===== src/rtl/ifetch_queue.sv =====
// Instruction-fetch front end: issues in-order requests to a variable-latency
// instruction memory, buffers {instr, pc} pairs in a small FIFO and presents
// the head entry to the F/D register. Execute redirects flush the FIFO and
// mark every still-outstanding request for discard.
module ifetch_queue #(
  parameter int unsigned DEPTH    = 4,
  parameter int unsigned MAX_OUT  = 2,
  parameter logic [31:0] RESET_PC = 32'h0000_0000
) (
  input  logic        clk,
  input  logic        rst,
  input  logic        StallF,
  input  logic        PCSrcE,
  input  logic [31:0] PCTargetE,
  output logic        imem_req,
  output logic [31:0] imem_addr,
  input  logic        imem_ready,
  input  logic        imem_rsp_valid,
  input  logic [31:0] imem_rsp_data,
  output logic        ValidF,
  output logic [31:0] InstrF,
  output logic [31:0] PCF,
  output logic [31:0] PCPlus4F
);

  localparam int unsigned PtrW = (DEPTH > 1) ? $clog2(DEPTH) : 1;
  localparam int unsigned CntW = $clog2(DEPTH + 1);
  localparam int unsigned OutW = $clog2(MAX_OUT + 1);
  localparam logic [31:0] Nop  = 32'h0000_0013;

  logic [31:0]     fetchPc_q, fetchPc_d;
  logic [31:0]     rspPc_q, rspPc_d;
  logic [CntW-1:0] count_q, count_d;
  logic [OutW-1:0] inflight_q, inflight_d;
  logic [OutW-1:0] discard_q, discard_d;
  logic [PtrW-1:0] wrPtr_q, wrPtr_d;
  logic [PtrW-1:0] rdPtr_q, rdPtr_d;

  logic [31:0] instrMem [DEPTH];
  logic [31:0] pcMem    [DEPTH];

  logic        fire;
  logic        push;
  logic        pop;
  logic [31:0] target;
  int          liveSlots;
  logic        unusedTargetLsb;

  assign target          = {PCTargetE[31:2], 2'b00};
  assign unusedTargetLsb = ^PCTargetE[1:0];

  // Request credit: FIFO slots already claimed by entries plus live (non-discarded) requests.
  always_comb begin
    liveSlots = int'(count_q) + int'(inflight_q) - int'(discard_q);
    imem_req  = !rst && !PCSrcE && (inflight_q < OutW'(MAX_OUT)) && (liveSlots < int'(DEPTH));
    imem_addr = fetchPc_q;
  end

  assign fire = imem_req && imem_ready;
  // A response during a redirect is dropped regardless of the discard count.
  assign push = imem_rsp_valid && !PCSrcE && (discard_q == '0);
  assign pop  = ValidF && !StallF && !PCSrcE;

  // Next-state for fetch/response PCs, occupancy, credit and discard tracking.
  always_comb begin
    fetchPc_d  = fetchPc_q;
    rspPc_d    = rspPc_q;
    count_d    = count_q;
    inflight_d = inflight_q;
    discard_d  = discard_q;
    wrPtr_d    = wrPtr_q;
    rdPtr_d    = rdPtr_q;
    if (PCSrcE) begin
      fetchPc_d  = target;
      rspPc_d    = target;
      count_d    = '0;
      wrPtr_d    = '0;
      rdPtr_d    = '0;
      inflight_d = inflight_q - OutW'(imem_rsp_valid);
      // Everything still outstanding belongs to the old path.
      discard_d  = inflight_d;
    end else begin
      if (fire) begin
        fetchPc_d = fetchPc_q + 32'd4;
      end
      inflight_d = inflight_q + OutW'(fire) - OutW'(imem_rsp_valid);
      if (imem_rsp_valid && (discard_q != '0)) begin
        discard_d = discard_q - OutW'(1);
      end
      if (push) begin
        wrPtr_d = wrPtr_q + PtrW'(1);
        rspPc_d = rspPc_q + 32'd4;
      end
      if (pop) begin
        rdPtr_d = rdPtr_q + PtrW'(1);
      end
      count_d = count_q + CntW'(push) - CntW'(pop);
    end
  end

  // Control state register with asynchronous reset.
  always_ff @(posedge clk or posedge rst) begin
    if (rst) begin
      fetchPc_q  <= RESET_PC;
      rspPc_q    <= RESET_PC;
      count_q    <= '0;
      inflight_q <= '0;
      discard_q  <= '0;
      wrPtr_q    <= '0;
      rdPtr_q    <= '0;
    end else begin
      fetchPc_q  <= fetchPc_d;
      rspPc_q    <= rspPc_d;
      count_q    <= count_d;
      inflight_q <= inflight_d;
      discard_q  <= discard_d;
      wrPtr_q    <= wrPtr_d;
      rdPtr_q    <= rdPtr_d;
    end
  end

  // FIFO storage; contents need no reset since count gates visibility.
  always_ff @(posedge clk) begin
    if (push) begin
      instrMem[wrPtr_q] <= imem_rsp_data;
      pcMem[wrPtr_q]    <= rspPc_q;
    end
  end

  // The credit rule must make a push into a full FIFO impossible.
  always_ff @(posedge clk) begin
    if (!rst) begin
      assert (!(push && (count_q == CntW'(DEPTH))))
        else $error("ifetch_queue: push into full FIFO");
    end
  end

  // Head-of-queue outputs, forced to a NOP bubble when empty.
  always_comb begin
    ValidF   = (count_q != '0);
    InstrF   = Nop;
    PCF      = '0;
    PCPlus4F = '0;
    if (ValidF) begin
      InstrF   = instrMem[rdPtr_q];
      PCF      = pcMem[rdPtr_q];
      PCPlus4F = pcMem[rdPtr_q] + 32'd4;
    end
  end

endmodule


===== config.mk =====
export PLATFORM = sky130hd
export DESIGN_NAME = ifetch_queue
export DESIGN_NICKNAME = d
export VERILOG_FILES = /design/src/rtl/ifetch_queue.sv
export SDC_FILE = /design/constraint.sdc
export NUM_CORES = 1
export LEC_CHECK = 0
export ABC_CLOCK_PERIOD_IN_PS = 3300
export CAP_MARGIN = 20
export CORE_MARGIN = 4
export CORE_UTILIZATION = 25
export DETAILED_ROUTE_END_ITERATION = 12
export GPL_ROUTABILITY_DRIVEN = 0
export PLACE_DENSITY = 0.43
export SKIP_CTS_REPAIR_TIMING = 1
export SYNTH_ARGS = -nofsm -noshare
export SYNTH_HDL_FRONTEND = slang
export SYNTH_SLANG_ARGS = --single-unit

===== constraint.sdc =====
create_clock -name clk -period 3.3 [get_ports clk]
set_input_delay 0.495 -clock clk [delete_from_list [all_inputs] [get_ports clk]]
set_output_delay 0.495 -clock clk [all_outputs]
set_load 0.005 [all_outputs]

-- Word-level counts from Yosys, hierarchy flattened
Memory sizes are Yosys's and may differ from the RTL's.
Cells that the tools add are included.
W data, S select, Z words.
- register bits: 75
- latch bits: 0
- memory bits (writable): 256
- bits in read-only memories: 0
- output and inout bits: 130
- word-level logic and storage cells: 60
- memories kept: 2
- memory list (name ; depth ; width ; read ports ; clocked after Yosys merged registers in ; write ports ; RTL line ; RTL):
    instrMem ; 4 ; 32 ; 1 ; 0 ; 1 ; 39 ; logic [31:0] instrMem [DEPTH];
    pcMem ; 4 ; 32 ; 1 ; 0 ; 1 ; 40 ; logic [31:0] pcMem [DEPTH];
- $add $sub $neg: 13
- $mul: 0
- divide/modulo/power cells: 0
- magnitude comparators: 2
- eq/ne operators: 0
- shift-type cells: 0
- muxes and demuxes: 17
- bitwise gates (word level): 0
- reductions and logical operators: 19
- operators with widths (operator ; number):
    $mux W32 ; 7
    $add A32 B3 Y32 const B ; 3
    $mux W2 ; 7
    $reduce_bool A2 Y1 ; 5
    $logic_and A1 B1 Y1 ; 9
    $lt A5 B4 Y1 const B ; 1
    $sub A4 B2 Y5 ; 1
    $add A2 B1 Y2 const B ; 2
    $add A3 B2 Y4 ; 1
    $sub A2 B1 Y2 ; 2
    $add A3 B1 Y3 ; 1
    $logic_not A1 Y1 ; 3
    $mux W3 ; 1
    $reduce_bool A3 Y1 ; 1
    $sub A3 B1 Y3 ; 1
    $add A2 B1 Y2 ; 1
    $logic_not A2 Y1 ; 1
    $lt A2 B2 Y1 const B ; 1
    $mux W1 ; 2
    $sub A2 B1 Y2 const B ; 1

-- Logic depth before layout (Yosys ltp)
Gate-level depths: netlist of the first run.
- depth in word-level cells: 8
- mapped depth: 16

-- Worst setup path after synthesis of the first run
Ideal clock, no wire load.
- path kind: register to register
- start point: reg count_q[1]
- end point: reg inflight_q[1]
- data arrival time: 3.512 ns
- data required time: 3.220 ns
- path slack: -0.292 ns
- cell stages (with the launch flop): 17
- buffers on the path: 2
- period minus slack after synthesis: 3.592 ns
- cell sequence: dfrtp_1 -> inv_1 -> fa_1 -> inv_1 -> ha_1 -> and3b_1 -> or3_1 -> a211o_1 -> and2_1 -> buf_1 -> buf_2 -> ha_1 -> inv_1 -> ha_1 -> xnor2_1 -> o21ai_0 -> xnor2_1
- longest elaborated chain between the ends: 8
- ends and longest elaborated chain (what ; RTL line ; RTL):
    start: declaration ; 33 ; logic [CntW-1:0] count_q, count_d;
    start signal: assignment ; 114 ; count_q <= count_d;
    $add A3 B2 Y4 ; 54 ; liveSlots = int'(count_q) + int'(inflight_q) - int'(discard_q);
    $sub A4 B2 Y5 ; 54 ;
    $lt A5 B4 Y1 ; 55 ; imem_req = !rst && !PCSrcE && (inflight_q < OutW'(MAX_OUT)) && (liveSlots < int'(DEPTH));
    $logic_and A1 B1 Y1 ; 55 ;
    $logic_and A1 B1 Y1 ; 59 ; assign fire = imem_req && imem_ready;
    $add A2 B1 Y2 ; 86 ; inflight_d = inflight_q + OutW'(fire) - OutW'(imem_rsp_valid);
    $sub A2 B1 Y2 ; 86 ;
    $mux W2 ; 73 ; if (PCSrcE) begin
    named net inflight_d[1] ; 34 ; logic [OutW-1:0] inflight_q, inflight_d;
    end signal: assignment ; 115 ; inflight_q <= inflight_d;
    end: declaration ; 34 ;
The timed path passes the listed nets, and every way through them passes these cells.
A chain may end at the register's enable or synchronous reset.

-- Worst setup path in the final report of the first run
- start point: reg rdPtr_q[0]
- end point: out PCPlus4F[14]
- longest elaborated chain between the ends: 3
- ends and longest elaborated chain (what ; RTL line ; RTL):
    start: declaration ; 37 ; logic [PtrW-1:0] rdPtr_q, rdPtr_d;
    start signal: assignment ; 118 ; rdPtr_q <= rdPtr_d;
    $mem_v2 Z4 W32 ; -- ;
    $add A32 B3 Y32 ; 147 ; PCPlus4F = pcMem[rdPtr_q] + 32'd4;
    $mux W32 ; 144 ; if (ValidF) begin
    end: declaration ; 23 ; output logic [31:0] PCPlus4F
Every way passes these cells.

==> impl_results.rst, run 1 <==
.. list-table::
   :header-rows: 1

   * - Metric
     - Value
   * - Outcome
     - complete, but fails checks
   * - Failing checks
     - setup timing
   * - Fmax achieved
     - about 0.29 GHz
   * - Die footprint
     - slightly above 60000 um^2
   * - Fin nets
     - 1320
   * - Largest net degree at the start of global routing
     - 63
   * - Ranking of synthesized cells by area
     - sky130_fd_sc_hd__edfxtp_1 (52%), sky130_fd_sc_hd__dfrtp_1 (12%), sky130_fd_sc_hd__mux4_2 (9.8%)
   * - Worst reg2reg path endpoint
     - imem_addr[26]
   * - Remaining DRCs
     - 0
   * - Y dimension of the die
     - roughly 250 um
   * - Slew Viols, Final
     - 0
   * - RSZ-0062 raised after global routing
     - true
   * - Pre-CTS setup slack
     - -29.9 ps
   * - Class of the most critical setup path
     - flop to primary output
   * - Number of standard cells in the final layout excluding fillers
     - 2013
   * - Syn. warnings
     - 0
   * - Share of synthesized registers carrying an async set or reset
     - around 22%
   * - Drt initial violations
     - ~480
   * - FP Rows
     - 87
   * - Switching power summed over all nets
     - approximately 4000 uW
   * - Vias
     - between 8000 and 9000
   * - Mapped Cells
     - 951
   * - Startpoint of the worst setup timing path
     - rdPtr_q[0]
   * - Final setup viols
     - 23
   * - Area overhead of the layout relative to synthesis
     - 34.9%
   * - Commonest cells in the netlist
     - sky130_fd_sc_hd__edfxtp_1 (248), sky130_fd_sc_hd__dfrtp_1 (71), sky130_fd_sc_hd__and2_1 (66), sky130_fd_sc_hd__mux4_2 (62), sky130_fd_sc_hd__nor2_1 (53)
   * - Worst EP arrival
     - 2980 ps
   * - Sw Share
     - around 30%
   * - Critical path endpoint category
     - primary output
   * - Post-synthesis cell type with the largest combined area
     - sky130_fd_sc_hd__edfxtp_1
   * - Leading cell type by number of instances after synthesis
     - sky130_fd_sc_hd__edfxtp_1
   * - Worst r2r path cells
     - 11
   * - Internal power contribution
     - 9350 uW
   * - Avg Synthesized Cell Area
     - between 15 and 20 um^2
   * - Clock tree from TritonCTS
     - done
   * - Startpoint Class
     - flop
   * - Final Critical Period
     - between 3000 and 4000 ps
   * - Largest fanout of any net on the critical path
     - 7
   * - Portion of total power attributed to combinational logic
     - about a third
   * - Period utilization
     - 105%
   * - Timing endpoint of the critical path
     - PCPlus4F[14]
   * - Number of placed I/O pins
     - 200
   * - Clk_lat worst skew
     - approximately 550 ps
   * - Initial antenna violation count
     - 1
   * - Wire length of the first global-routing pass
     - between 50 and 60 mm
   * - Count of max-cap constraint violations
     - 0
   * - Root buf cell
     - sky130_fd_sc_hd__clkbuf_16
   * - Final critical-path setup slack
     - -178 ps
   * - Ratio of cells with drive above 1 in the final layout
     - 25.3%
   * - Vias in the first global route
     - 9194
   * - Area share of the leading cell type in the synthesized netlist
     - 52.1%
   * - Tightest Pin Transition
     - around 930 ps
   * - WP data required
     - about 2800 ps
   * - Largest voltage drop on the vdd net
     - between 0.3 and 0.4 mV
   * - N_diodes
     - 0
   * - H-tree depth reported by CTS
     - 2
   * - Fraction of power consumed by the clock network
     - 29.8%
   * - Pwr dens
     - 688 nW/um^2
   * - Global-route usage over all layers
     - between 10% and 20%
   * - Minimum hold slack
     - between 200 and 300 ps
   * - Largest clock skew in the final design
     - between 20 and 25 ps
   * - Total power
     - 13300 uW
   * - Number of unique standard cell types used by synthesis
     - 53
   * - Main synth FF type
     - sky130_fd_sc_hd__edfxtp_1
   * - Post-DP HPWL
     - 25.8 mm
   * - Count of buffers inserted at the top-level ports
     - 191
   * - Number of hold-slack violations in the final timing report
     - 0
   * - Antenna violation net count after detailed routing
     - 0
   * - Mapped Area
     - about 14000 um^2
   * - Overall overflow remaining after global route
     - 0
   * - Worst hold-check path type
     - primary input to flop
   * - Fill count
     - between 5000 and 6000
   * - Average wire per cell in the routed design
     - between 15 and 20 um
   * - Overall die width
     - ~250 um
   * - CORE AREA
     - around 56000 um^2
   * - Number of buffers created by CTS
     - 39
   * - Total leakage power
     - between 0.006 and 0.007 uW
   * - Post-CTS clock slew at the launch and capture registers of the worst setup and hold paths
     - approximately 60 ps
   * - Total number of clock tree sinks
     - between 300 and 400
   * - Start point of the worst hold path
     - PCSrcE
   * - Portion of total power attributed to sequential cells
     - between 30 and 40%
   * - Post-detailed-route via-to-cell ratio
     - about 4.4
   * - Fraction of the yosys area taken by sequential cells
     - between 60% and 70%
   * - Starting density of the core
     - roughly a quarter
   * - Total length of routed wires
     - between 30 and 40 mm
   * - First-pass iteration count of the detailed router
     - 4
   * - Number of synthesized flops with an enable pin
     - around 250
   * - Worst r2r src
     - inflight_q[1]
   * - Sequential standard cell area
     - slightly above 9000 um^2
   * - # placed instances
     - roughly 1900
   * - Worst reg2reg setup slack
     - 50 ps
   * - Number of synthesized register bits
     - around 320
   * - Area of the multi-input gates
     - roughly 5000 um^2
   * - Max-Slew Margin vs Limit
     - 38.1%
   * - Maximum buffer depth of the clock tree
     - 3
[layout by cell type (no fill, tap or decap), types with 26 or more instances in the layout]
cell type                         instances
sky130_fd_sc_hd__nand3_1                 31
sky130_fd_sc_hd__edfxtp_1               248
sky130_fd_sc_hd__xor2_1                  29
sky130_fd_sc_hd__buf_4                   59
sky130_fd_sc_hd__and2_1                  59
sky130_fd_sc_hd__xnor2_1                 47
sky130_fd_sc_hd__clkdlybuf4s50_1        154
sky130_fd_sc_hd__clkbuf_16               42
sky130_fd_sc_hd__o21ai_0                 29
sky130_fd_sc_hd__dfrtp_1                 69
sky130_fd_sc_hd__mux2_2                  26
sky130_fd_sc_hd__inv_1                   31
sky130_fd_sc_hd__nor2_1                  51
sky130_fd_sc_hd__mux4_2                  62
sky130_fd_sc_hd__nand2_1                 47
[power groups by stage]
stage,clock [uW],combinational (uW),sequential [uW]
global placement,0,4330,4910
detailed placement,0,4340,4920
floorplan,0,2190,4830
global route,4290,4910,4870
CTS,4110,4360,4840
finish,3950,4480,4840
[worst max-delay path, stage by stage, from the launching register on]
cell and delay, ps:
sky130_fd_sc_hd__dfrtp_4 520, sky130_fd_sc_hd__buf_4 140, sky130_fd_sc_hd__mux4_2 570, sky130_fd_sc_hd__ha_4 200, sky130_fd_sc_hd__and2_4 150, sky130_fd_sc_hd__and3_2 240, sky130_fd_sc_hd__buf_4 150, sky130_fd_sc_hd__nand2_1 70
sky130_fd_sc_hd__xor2_1 150, sky130_fd_sc_hd__nor2_1 50, sky130_fd_sc_hd__dlymetal6s2s_1 170
[per-stage QoR]
step                      setup TNS [ps]  instance area (um^2)  util, %
after global placement             -57.0                 17600     31.1
after global routing               -5920                 19300     34.1
after floorplan                     -127                 14300        -
after CTS                         -17720                 18700     33.2
after detailed placement           -52.2                 17600     31.1
final                              -2280                 19300     34.1
[layer usage]
metal / wire, um / global-route usage, % / vias to the layer above
met5: 13 / 0 / -
met4: 683 / 2.82 / 2
met3: 1680 / 2.75 / 53
met2: 18100 / 19.9 / 188
met1: 17700 / 16.7 / 4462
li1: - / - / 4142
[worst min path at each step]
stage	depth (start not counted)	end	slack, ps
floorplan	0	pcMem[0][31]	500
global placement	2	inflight_q[1]	560
detailed placement	1	imem_addr[10]	560
CTS	2	count_q[2]	220
global route	2	count_q[2]	240
finish	2	count_q[2]	250
[registers in the layout, indices dropped and copies added, names as in the netlist]
name	flops
wrPtr_q	2
imem_addr	30
count_q	3
inflight_q	2
instrMem	128
discard_q	2
rspPc_q	30
pcMem	120
rdPtr_q	2
[kinds of logic after synthesis]
logic type,after synthesis,share of synthesized area (%)
muxes,90,12.0
adders and majority gates,20,1.86
AOI/OAI and AO/OA,86,4.04
xor gates and xnor gates,78,4.78
and+or+nand+nor,277,10.3
other,1,0.0262
buffers and inverters,80,2.49
DFF,319,64.6
[area by class of cell]
type | count | share of cell area (%)
clock buffer | 44 | 5.27
clock inverter | 24 | 0.850
inverter | 36 | 0.701
multi-input combinational | 558 | 26.1
sequential | 319 | 47.9
tap | 756 | 4.91
timing repair buffer | 276 | 14.3
Note: power is estimated with default switching activity, not from simulation.
==> run 2: changes to the inputs <==
Settings changed: ABC_AREA set to 0, ABC_CLOCK_PERIOD_IN_PS 3300 to unset.
==> results of run 2 <==
The final DEF is identical to that of run 1; final timing and power are the same.
